**src/rtl/seq_shift_unit.sv**
```systemverilog
// Multi-cycle shift/rotate unit (SLL/SRL/SRA/ROL/ROR) with valid/ready on both sides.
// Optional carry_out port when SEQ_SHIFT_CARRY_EN is defined.
module seq_shift_unit #(
    parameter int unsigned WIDTH = 24,
    parameter int unsigned AMT_W = 24,
    parameter int unsigned STEP  = 4
) (
    input  logic             clk,
    input  logic             rst_n,
    input  logic             in_valid,
    output logic             in_ready,
    input  logic [2:0]       mode,
    input  logic [WIDTH-1:0] a_in,
    input  logic [AMT_W-1:0] b_in,
    input  logic [AMT_W-1:0] amt_in,
    output logic             out_valid,
    input  logic             out_ready,
    output logic [WIDTH-1:0] result
`ifdef SEQ_SHIFT_CARRY_EN
    ,
    output logic             carry_out
`endif
);

    localparam int unsigned RAW_W = AMT_W + 1;
    localparam int unsigned CNT_W = $clog2(WIDTH + 1);

    localparam logic [2:0] MODE_SLL = 3'b000;
    localparam logic [2:0] MODE_SRL = 3'b001;
    localparam logic [2:0] MODE_SRA = 3'b010;
    localparam logic [2:0] MODE_ROL = 3'b011;
    localparam logic [2:0] MODE_ROR = 3'b100;

    typedef enum logic [1:0] {
        IDLE  = 2'd0,
        SHIFT = 2'd1,
        DONE  = 2'd2
    } state_t;

    state_t             state, state_n;
    logic [CNT_W-1:0]   rem_q, rem_n;
    logic [2:0]         mode_q, mode_n;
    logic               sign_q, sign_n;
    logic [WIDTH-1:0]   result_n;
    logic               out_valid_n;
    logic               in_ready_n;

    logic [RAW_W-1:0]   raw_c;
    logic [CNT_W-1:0]   sat_c;
    logic [CNT_W-1:0]   rot_c;
    logic [CNT_W-1:0]   eff_c;
    logic [CNT_W-1:0]   k_c;
    logic [WIDTH-1:0]   fill_c;
    logic [WIDTH-1:0]   shift_c;

    // Raw amount keeps the carry of the add so large operands never wrap to a small shift
    assign raw_c = RAW_W'(b_in) + RAW_W'(amt_in);
    assign sat_c = (raw_c >= RAW_W'(WIDTH)) ? CNT_W'(WIDTH) : CNT_W'(raw_c);
    assign rot_c = CNT_W'(raw_c % RAW_W'(WIDTH));

    always_comb begin
        eff_c = '0;
        case (mode)
            MODE_SLL, MODE_SRL, MODE_SRA: eff_c = sat_c;
            MODE_ROL, MODE_ROR:           eff_c = rot_c;
            default:                      eff_c = '0;
        endcase
    end

    // Per-cycle step: at most STEP bits, never more than what is left
    assign k_c    = (rem_q > CNT_W'(STEP)) ? CNT_W'(STEP) : rem_q;
    assign fill_c = sign_q ? ~({WIDTH{1'b1}} >> k_c) : '0;

    always_comb begin
        shift_c = result;
        case (mode_q)
            MODE_SLL: shift_c = result << k_c;
            MODE_SRL: shift_c = result >> k_c;
            MODE_SRA: shift_c = (result >> k_c) | fill_c;
            MODE_ROL: shift_c = (result << k_c) | (result >> (CNT_W'(WIDTH) - k_c));
            MODE_ROR: shift_c = (result >> k_c) | (result << (CNT_W'(WIDTH) - k_c));
            default:  shift_c = result;
        endcase
    end

`ifdef SEQ_SHIFT_CARRY_EN
    logic               over_q, over_n;
    logic               carry_n;
    logic               step_carry_c;
    logic [CNT_W-1:0]   lo_idx_c;
    logic [CNT_W-1:0]   hi_idx_c;

    // Last bit leaving the word: bit WIDTH-k for left moves, bit k-1 for right moves
    assign lo_idx_c = k_c - CNT_W'(1);
    assign hi_idx_c = CNT_W'(WIDTH) - k_c;

    always_comb begin
        step_carry_c = 1'b0;
        case (mode_q)
            MODE_SLL, MODE_ROL:           step_carry_c = result[hi_idx_c];
            MODE_SRL, MODE_SRA, MODE_ROR: step_carry_c = result[lo_idx_c];
            default:                      step_carry_c = 1'b0;
        endcase
    end
`endif

    always_ff @(posedge clk or negedge rst_n) begin
        if (!rst_n) begin
            state     <= IDLE;
            rem_q     <= '0;
            mode_q    <= '0;
            sign_q    <= 1'b0;
            result    <= '0;
            out_valid <= 1'b0;
            in_ready  <= 1'b1;
`ifdef SEQ_SHIFT_CARRY_EN
            over_q    <= 1'b0;
            carry_out <= 1'b0;
`endif
        end else begin
            state     <= state_n;
            rem_q     <= rem_n;
            mode_q    <= mode_n;
            sign_q    <= sign_n;
            result    <= result_n;
            out_valid <= out_valid_n;
            in_ready  <= in_ready_n;
`ifdef SEQ_SHIFT_CARRY_EN
            over_q    <= over_n;
            carry_out <= carry_n;
`endif
        end
    end

    // Next-state and registered-output logic
    always_comb begin
        state_n     = state;
        rem_n       = rem_q;
        mode_n      = mode_q;
        sign_n      = sign_q;
        result_n    = result;
        out_valid_n = out_valid;
        in_ready_n  = in_ready;
`ifdef SEQ_SHIFT_CARRY_EN
        over_n      = over_q;
        carry_n     = carry_out;
`endif
        case (state)
            IDLE: begin
                if (in_valid && in_ready) begin
                    result_n   = a_in;
                    mode_n     = mode;
                    sign_n     = a_in[WIDTH-1];
                    rem_n      = eff_c;
                    in_ready_n = 1'b0;
                    state_n    = (eff_c == '0) ? DONE : SHIFT;
`ifdef SEQ_SHIFT_CARRY_EN
                    over_n     = (raw_c > RAW_W'(WIDTH)) && (mode <= MODE_SRA);
                    carry_n    = 1'b0;
`endif
                end
            end
            SHIFT: begin
                result_n = shift_c;
                rem_n    = rem_q - k_c;
                if (rem_q == k_c) begin
                    state_n = DONE;
                end
`ifdef SEQ_SHIFT_CARRY_EN
                // Shifting past the word pushes out only zeros, or sign copies for SRA
                if ((rem_q == k_c) && over_q) begin
                    carry_n = (mode_q == MODE_SRA) ? sign_q : 1'b0;
                end else begin
                    carry_n = step_carry_c;
                end
`endif
            end
            DONE: begin
                // One settle cycle raises out_valid; out_ready only counts once it is up
                if (!out_valid) begin
                    out_valid_n = 1'b1;
                end else if (out_ready) begin
                    out_valid_n = 1'b0;
                    in_ready_n  = 1'b1;
                    state_n     = IDLE;
                end
            end
            default: begin
                state_n     = IDLE;
                out_valid_n = 1'b0;
                in_ready_n  = 1'b1;
            end
        endcase
    end

endmodule

```
**config.mk**
```make
export PLATFORM = sky130hd
export DESIGN_NAME = seq_shift_unit
export DESIGN_NICKNAME = d
export VERILOG_FILES = /design/src/rtl/seq_shift_unit.sv
export SDC_FILE = /design/constraint.sdc
export NUM_CORES = 1
export LEC_CHECK = 0
export CAP_MARGIN = 20
export CORE_MARGIN = 2
export CORE_UTILIZATION = 40
export DETAILED_ROUTE_END_ITERATION = 8
export GPL_TIMING_DRIVEN = 0
export PLACE_DENSITY_LB_ADDON = 0.05
export SYNTH_ARGS = -nofsm -noshare
export SYNTH_HDL_FRONTEND = slang
export SYNTH_SLANG_ARGS = --single-unit
```
**constraint.sdc**
```tcl
create_clock -name clk -period 4.2 [get_ports clk]
set_input_delay 0.42 -clock clk [delete_from_list [all_inputs] [get_ports clk]]
set_output_delay 0.42 -clock clk [all_outputs]
set_load 0.01 [all_outputs]
```
==> results of run 1 <==
## cells by family after synthesis
logic type               count (synthesis)
buffers and inverters                   92
other                                    1
flip-flops                              37
AND/OR/NAND/NOR                        426
XOR/XNOR                                30
adder cells (fa/ha/maj)                 30
multiplexers                            60
AO/OA/AOI/OAI                          382
## cell usage in the layout, fill, tap and decap left out, types with 7 or more instances in the layout
cell / synthesis / layout
inv_1: 18 / 14
mux4_2: 16 / 16
a21o_1: 12 / 12
and2_1: 17 / 16
o21ai_1: 9 / 8
nand2b_1: 15 / 14
a21oi_1: 85 / 72
a31oi_1: 18 / 17
o31ai_1: 18 / 12
o21ai_0: 69 / 64
o22ai_1: 12 / 7
o21a_1: 7 / 7
nand3_1: 26 / 23
nor3_1: 29 / 24
a211oi_1: 27 / 19
buf_2: 9 / 24
nand2_1: 162 / 156
clkdlybuf4s50_1: 0 / 59
mux2i_1: 37 / 37
xor2_1: 13 / 12
o211ai_1: 14 / 14
buf_6: 3 / 20
nand4_1: 8 / 8
dlygate4sd2_1: 0 / 15
a311oi_1: 7 / 7
clkbuf_1: 47 / 36
buf_1: 13 / 11
xnor2_1: 17 / 15
ha_1: 29 / 8
nor3_4: 3 / 10
ha_4: 0 / 20
nor2b_1: 14 / 14
nor2_1: 95 / 91
dfrtp_1: 36 / 36
a21oi_4: 2 / 12
buf_4: 0 / 80
## routing by layer
metal	share of wire	vias up	GRT usage
met1	0.40	4578	0.405
met2	0.48	468	0.547
met4	0.040	0	0.133
met5	0	-	0
li1	-	4416	-
met3	0.071	99	0.0302
## through the flow
step           power (uW)  cell area (sq um)  worst slack (ns)
2_1_floorplan        4040               7580             -2.17
6_report             6880              10700             -2.54
5_1_grt              7330              10700             -2.75
3_3_place_gp         5520               8900             -3.91
3_5_place_dp         5510               8920             -3.93
4_1_cts              6480              10400             -2.37
## flip-flops by register name, summed over array words and instances, names as in the netlist
| name | flops |
|---|---|
| out_valid | 1 |
| state | 2 |
| sign_q | 1 |
| in_ready | 1 |
| rem_q | 5 |
| result | 24 |
| mode_q | 3 |
## worst paths after layout
check                      slack [ns]  depth (start not counted)    endpoint
setup reg to reg                 0.20                         12   result[5]
max in group asynchronous        3.71                          2  result[14]
setup / recovery                -2.54                         31    rem_q[3]
hold / removal                   0.02                          1    state[0]
min in group clk                 0.49                          3    rem_q[0]
hold reg to reg                  0.55                          1   out_valid
## final cells by class
type / instances / area, sq um
fillers: 1769 / 7780
inverters: 20 / 75.1
multi-input cells: 930 / 7290
plain buffers: 67 / 357
flip-flops and latches: 37 / 927
clock buffers: 5 / 125
clock inverters: 3 / 17.5
repair buffers: 192 / 1650
well taps: 234 / 293
## what timing repair did
item,CTS,global route
gates cloned,3,1
gates resized for setup,303,32
buffers inserted,68,17
endpoints found under the hold margin,0,0
pin swaps,88,44
setup endpoints to repair,23,20
## power groups by stage
stage / registers, uW / logic [uW] / clock network (uW)
after floorplan: 709 / 3330 / 0
after global placement: 785 / 4740 / 0
after detailed placement: 783 / 4720 / 0
after CTS: 777 / 5310 / 391
after global routing: 803 / 6120 / 400
final: 790 / 5700 / 386
==> metrics.md, run 1 <==
| Metric | Value |
|---|---|
| CP peak stage delay | 0.42 ns |
| Share of cells above drive strength 1 | 0.264 |
| Mux contribution to synthesized area | 0.109 |
| Pleak | 0.00409 uW |
| Max IR drop VDD | 0.275 mV |
| CP Class | input pin to flip-flop |
| DRC viols | 0 |
| Yosys Warn Count | 0 |
| Slowest-stage cell, CP | or3_4 |
| Setup violations, final | 4 |
| PwrDens | 641 nW/um^2 |
| Max-Cap Viols | 0 |
| P_sw | 3770 uW |
| Syn Inst Count | 1058 |
| TritonCTS buffer count | 5 |
| DP HPWL | 22900 microns |
| Fmax | 148 MHz |
| Synth top area share | 0.120 |
| First-pass GRT wire length | 50400 microns |
| Number of instances in the placed design | 1397 |
| Synth Area in Compound Gates | 0.353 |
| RR Startpoint | rem_q[4] |
| Io pins | 105 |
| Post-Route WL | 32300 microns |
| GR Overflow Total | 0 |
| Simple-gate portion of the synthesized area | 0.277 |
| Mapped cell area | 7480 sq um |
| Number of distinct library cells after synthesis | 101 |
| Initial DRC Count | 835 |
| Sw Ratio | 0.547 |
| Commonest cells in the netlist | nand2_1, nor2_1, a21oi_1 |
| Final-report hold violation count | 0 |
| Fin nets | 1362 |
| Worst hold margin | 0.0239 ns |
| Cell Int Power | 3110 uW |
| CTS tree | done |
| Vias | 9561 |
| IO Port Bufs | 103 |
| DRT Pass-1 Iters | 6 |
| CTS sink cnt | 37 |
| Starting density of the core | 0.404 |
| Slew margin rel. | 0.373 |
| Post-synthesis sequential area ratio | 0.124 |
| Failing checks | negative setup slack |
| Clk pwr share | 0.056 |
| Final GP Congestion | 1.01 |
| Min cycle time layout | 6.74 ns |
| CP Launch Point | b_in[0] |
| Crit path DAT | 6.91 ns |
| CTS root buffer | clkbuf_16 |
| Reg power frac | 0.115 |
| CP most frequent cell | buf_6 |
| FF+latch count, synth | 37 |
| Die span in y | 141 microns |
| Critical path's top delay family | compound AO/OA/AOI/OAI gates |
| Largest family of logic cells by synthesized area | compound AO/OA/AOI/OAI gates |
| Final period utilization | 1.60 |
| Hold WC Path Type | input pin to async pin |
| Synth Area in XOR/XNOR | 0.0351 |
| Largest net degree at the start of global routing | 26 |
| Wire per inst | 21.7 microns |
| RSZ-0062 raised after global routing | true |
| Synth async-reset ratio | 1.00 |
| Setup_tns | -9.90 ns |
| Clk slew on worst S/H paths | 0.06 ns |
| Final worst slack | -2.54 ns |
| Buffers and inverters on the worst path | 6 |
| Post-synthesis adder-cell area fraction | 0.0512 |
| Avg Inst Size Synth | 7.07 sq um |
| Status | finished, violations left |
| Detail Route Antenna Nets | 0 |
| Most frequent cell after synthesis | nand2_1 |
| Core box area | 18500 sq um |
| Worst slew pin tran | 0.933 ns |
| Area Growth Syn to Fin | 43.5% |
| Post-synth EDFFs | 0 |
| Diodes inserted | 0 |
| Worst Clk Skew | 0.00661 ns |
| Die width | 141 microns |
| Final max-slew violation count | 0 |
| CP required | 4.38 ns |
| Row Count | 50 |
| Final Instance Count excl. Fillers | 1488 |
| Largest cells by area after synthesis | dfrtp_1, nand2_1, a21oi_1 |
| H-tree Lvls | 2 |
| Worst Setup Start Kind | input pin |
| Dominant cell type by area after synthesis | dfrtp_1 |
| Initial antenna violation count | 0 |
| CP Max Fanout | 5 |
| Top FF cell, synth | dfrtp_1 |
| Max clock buf depth | 2 |
| Die Area | 19800 sq um |
| Vias in the first global route | 9128 |
| Skew-Pair Late Insertion Delay | 0.29 ns |
| Vias per cell | 6.43 |
| Logic pwr share | 0.829 |
| CP endpoint kind | flip-flop |
| Hold buffer count at CTS | 0 |
| Mapped Nets | 1167 |
| GR Util All Layers | 0.316 |
| Final core occ | 0.580 |
No activity file was read; power rests on OpenSTA's default activity.
==> inputs of run 2 (changes only) <==
- CELL_PAD_IN_SITES_DETAIL_PLACEMENT: unset -> 0
- CELL_PAD_IN_SITES_GLOBAL_PLACEMENT: unset -> 2
- CORE_UTILIZATION: 40 -> 29
- clock period: 4.2 -> 5.7 ns (I/O delays scaled with it)
==> metrics.md, run 2 (same netlist as run 1, synthesis figures left out) <==
| Metric | Value |
|---|---|
| R2R cell count | 18 (+6) |
| Final GP Congestion | 0.891 (-12%) |
| Buffers and inverters on the worst path | 3 (-3) |
| Vias per cell | 5.93 (-7.7%) |
| CP required | 5.87 ns (+1.49 ns) |
| CP Max Fanout | 7 (+2) |
| Setup violations, final | 4 (unchanged) |
| Worst Clk Skew | 0.00609 ns (-0.000518 ns) |
| Die Area | 27100 sq um (+37%) |
| Row Count | 58 (+16%) |
| Largest Register | result |
| Max IR drop VDD | 0.151 mV (-45%) |
| Share of cells above drive strength 1 | 0.218 (-0.0458) |
| RSZ-0062 raised after global routing | true |
| Fin nets | 1355 (-0.51%) |
| Slew margin rel. | 0.328 (-0.0459) |
| Commonest cells after routing, fill and taps aside | nand2_1, nor2_1, buf_4 |
| Worst reg2reg endpoint | result[23] |
| GR Util All Layers | 0.248 (-0.0687) |
| TritonCTS buffer count | 5 (unchanged) |
| Clk slew on worst S/H paths | 0.07 ns (about the same) |
| Largest regs | result: 24 flops, rem_q: 5 flops, mode_q: 3 flops |
| CTS sink cnt | 37 (unchanged) |
| Worst Setup Start Kind | input pin |
| Max clock buf depth | 2 (unchanged) |
| Post-Route WL | 33800 microns (+4.8%) |
| PwrDens | 467 nW/um^2 (-27%) |
| Placed cell area | 9040 sq um (+1.3%) |
| Initial antenna violation count | 0 (unchanged) |
| RR Startpoint | rem_q[2] |
| Reg2reg setup slack | 0.45 ns (+0.25 ns) |
| Final period utilization | 1.22 |
| Pleak | 0.00397 uW (-2.9%) |
| Final Power | 4910 uW (-29%) |
| Initial DRC Count | 627 (-25%) |
| Final-report hold violation count | 0 (unchanged) |
| Critical path's top delay family | compound AO/OA/AOI/OAI gates |
| DRT Pass-1 Iters | 5 (-1) |
| Io pins | 105 (unchanged) |
| DRC viols | 0 (unchanged) |
| Largest net degree at the start of global routing | 23 (-12%) |
| Vias | 9353 (-2.2%) |
| Final Instance Area | 10500 sq um (-2.2%) |
| DP HPWL | 25100 microns (+9.9%) |
| Worst slew pin tran | 1.00 ns (+0.0684 ns) |
| Commonest non-fill, non-tap cell in the layout | nand2_1 |
| Final Instance Count excl. Fillers | 1577 (+6.0%) |
| IO Port Bufs | 103 (unchanged) |
| Final worst slack | -1.23 ns (+1.31 ns) |
| CP Class | input pin to flip-flop |
| CP endpoint kind | flip-flop |
| Setup_tns | -4.70 ns (+5.19 ns) |
| H-tree Lvls | 2 (unchanged) |
| Starting density of the core | 0.296 (-0.108) |
| Die width | 165 microns (+17%) |
| Core box area | 25300 sq um (+36%) |
| Fmax | 144 MHz |
| CTS tree | done |
| Max reg flops | 24 (unchanged) |
| Dpl ws | -2.73 ns (+1.20 ns) |
| Number of instances in the placed design | 1493 (+6.9%) |
| Area Growth Syn to Fin | 40.4% |
| First-pass GRT wire length | 52300 microns (+3.7%) |
| Hold WC Path Type | input pin to async pin |
| Failing checks | negative setup slack |
| Die span in y | 165 microns (+17%) |
| CP peak stage delay | 0.56 ns (+0.14 ns) |
| Status | finished, violations left |
| Vias in the first global route | 9101 (-0.30%) |
| Hold buffer count at CTS | 0 (unchanged) |
| Crit path DAT | 7.10 ns (+0.19 ns) |
| Wire per inst | 21.4 microns (-1.1%) |
| Skew-Pair Late Insertion Delay | 0.29 ns (about the same) |
| GR Overflow Total | 0 (unchanged) |
| Diodes inserted | 0 (unchanged) |
| Min cycle time layout | 6.93 ns |
| CTS root buffer | clkbuf_16 |
| Final max-slew violation count | 0 (unchanged) |
| Max-Cap Viols | 0 (unchanged) |
| Slowest-stage cell, CP | or4_4 |
| Detail Route Antenna Nets | 0 (unchanged) |
==> run 2: cell type report <==
class / count / area (sq um)
Sequential cell: 37 / 927
Buffer: 68 / 343
Fill cell: 2665 / 14800
Inverter: 20 / 75.1
Clock buffer: 6 / 129
Clock inverter: 2 / 15.0
Tap cell: 330 / 413
Timing Repair Buffer: 184 / 1620
Multi-Input combinational cell: 930 / 6980
==> run 2: worst max-delay path by stage <==
stage	from	cells after the start	slack, ns	end
floorplan	amt_in[0]	27	-0.82	rem_q[3]
global placement	amt_in[0]	29	-2.82	state[0]
detailed placement	amt_in[0]	29	-2.73	state[0]
CTS	b_in[0]	29	-1.21	rem_q[3]
global route	b_in[0]	27	-1.49	rem_q[3]
finish	amt_in[6]	27	-1.23	rem_q[3]
==> run 2: per-stage QoR <==
| step | util | hold WS [ns] |
|---|---|---|
| after floorplan | - | 0.274 |
| after global placement | 0.357 | 0.524 |
| after detailed placement | 0.358 | 0.526 |
| after CTS | 0.411 | 0.219 |
| after global routing | 0.416 | 0.233 |
| final | 0.416 | 0.206 |
==> run 2: power by group <==
part	total, uW	internal [uW]	leakage, uW	switching, uW
sequential	576	373	0.000468	203
clock	289	163	0.0000631	126
combinational	4040	1650	0.00344	2390
total	4910	2190	0.00397	2720
==> run 2: metal layers <==
metal | vias up | part of all wire | global-route usage
li1 | 4401 | - | -
met1 | 4516 | 0.42 | 0.309
met2 | 354 | 0.49 | 0.438
met3 | 82 | 0.051 | 0.0226
met4 | 0 | 0.041 | 0.0996
met5 | - | 0 | 0
==> run 2: timing repair <==
action,CTS,global route
gates resized for setup,197,25
endpoints found under the setup margin,4,4
pin swaps,84,33
hold endpoints to repair,0,0
gates cloned,2,0
setup buffers,72,6
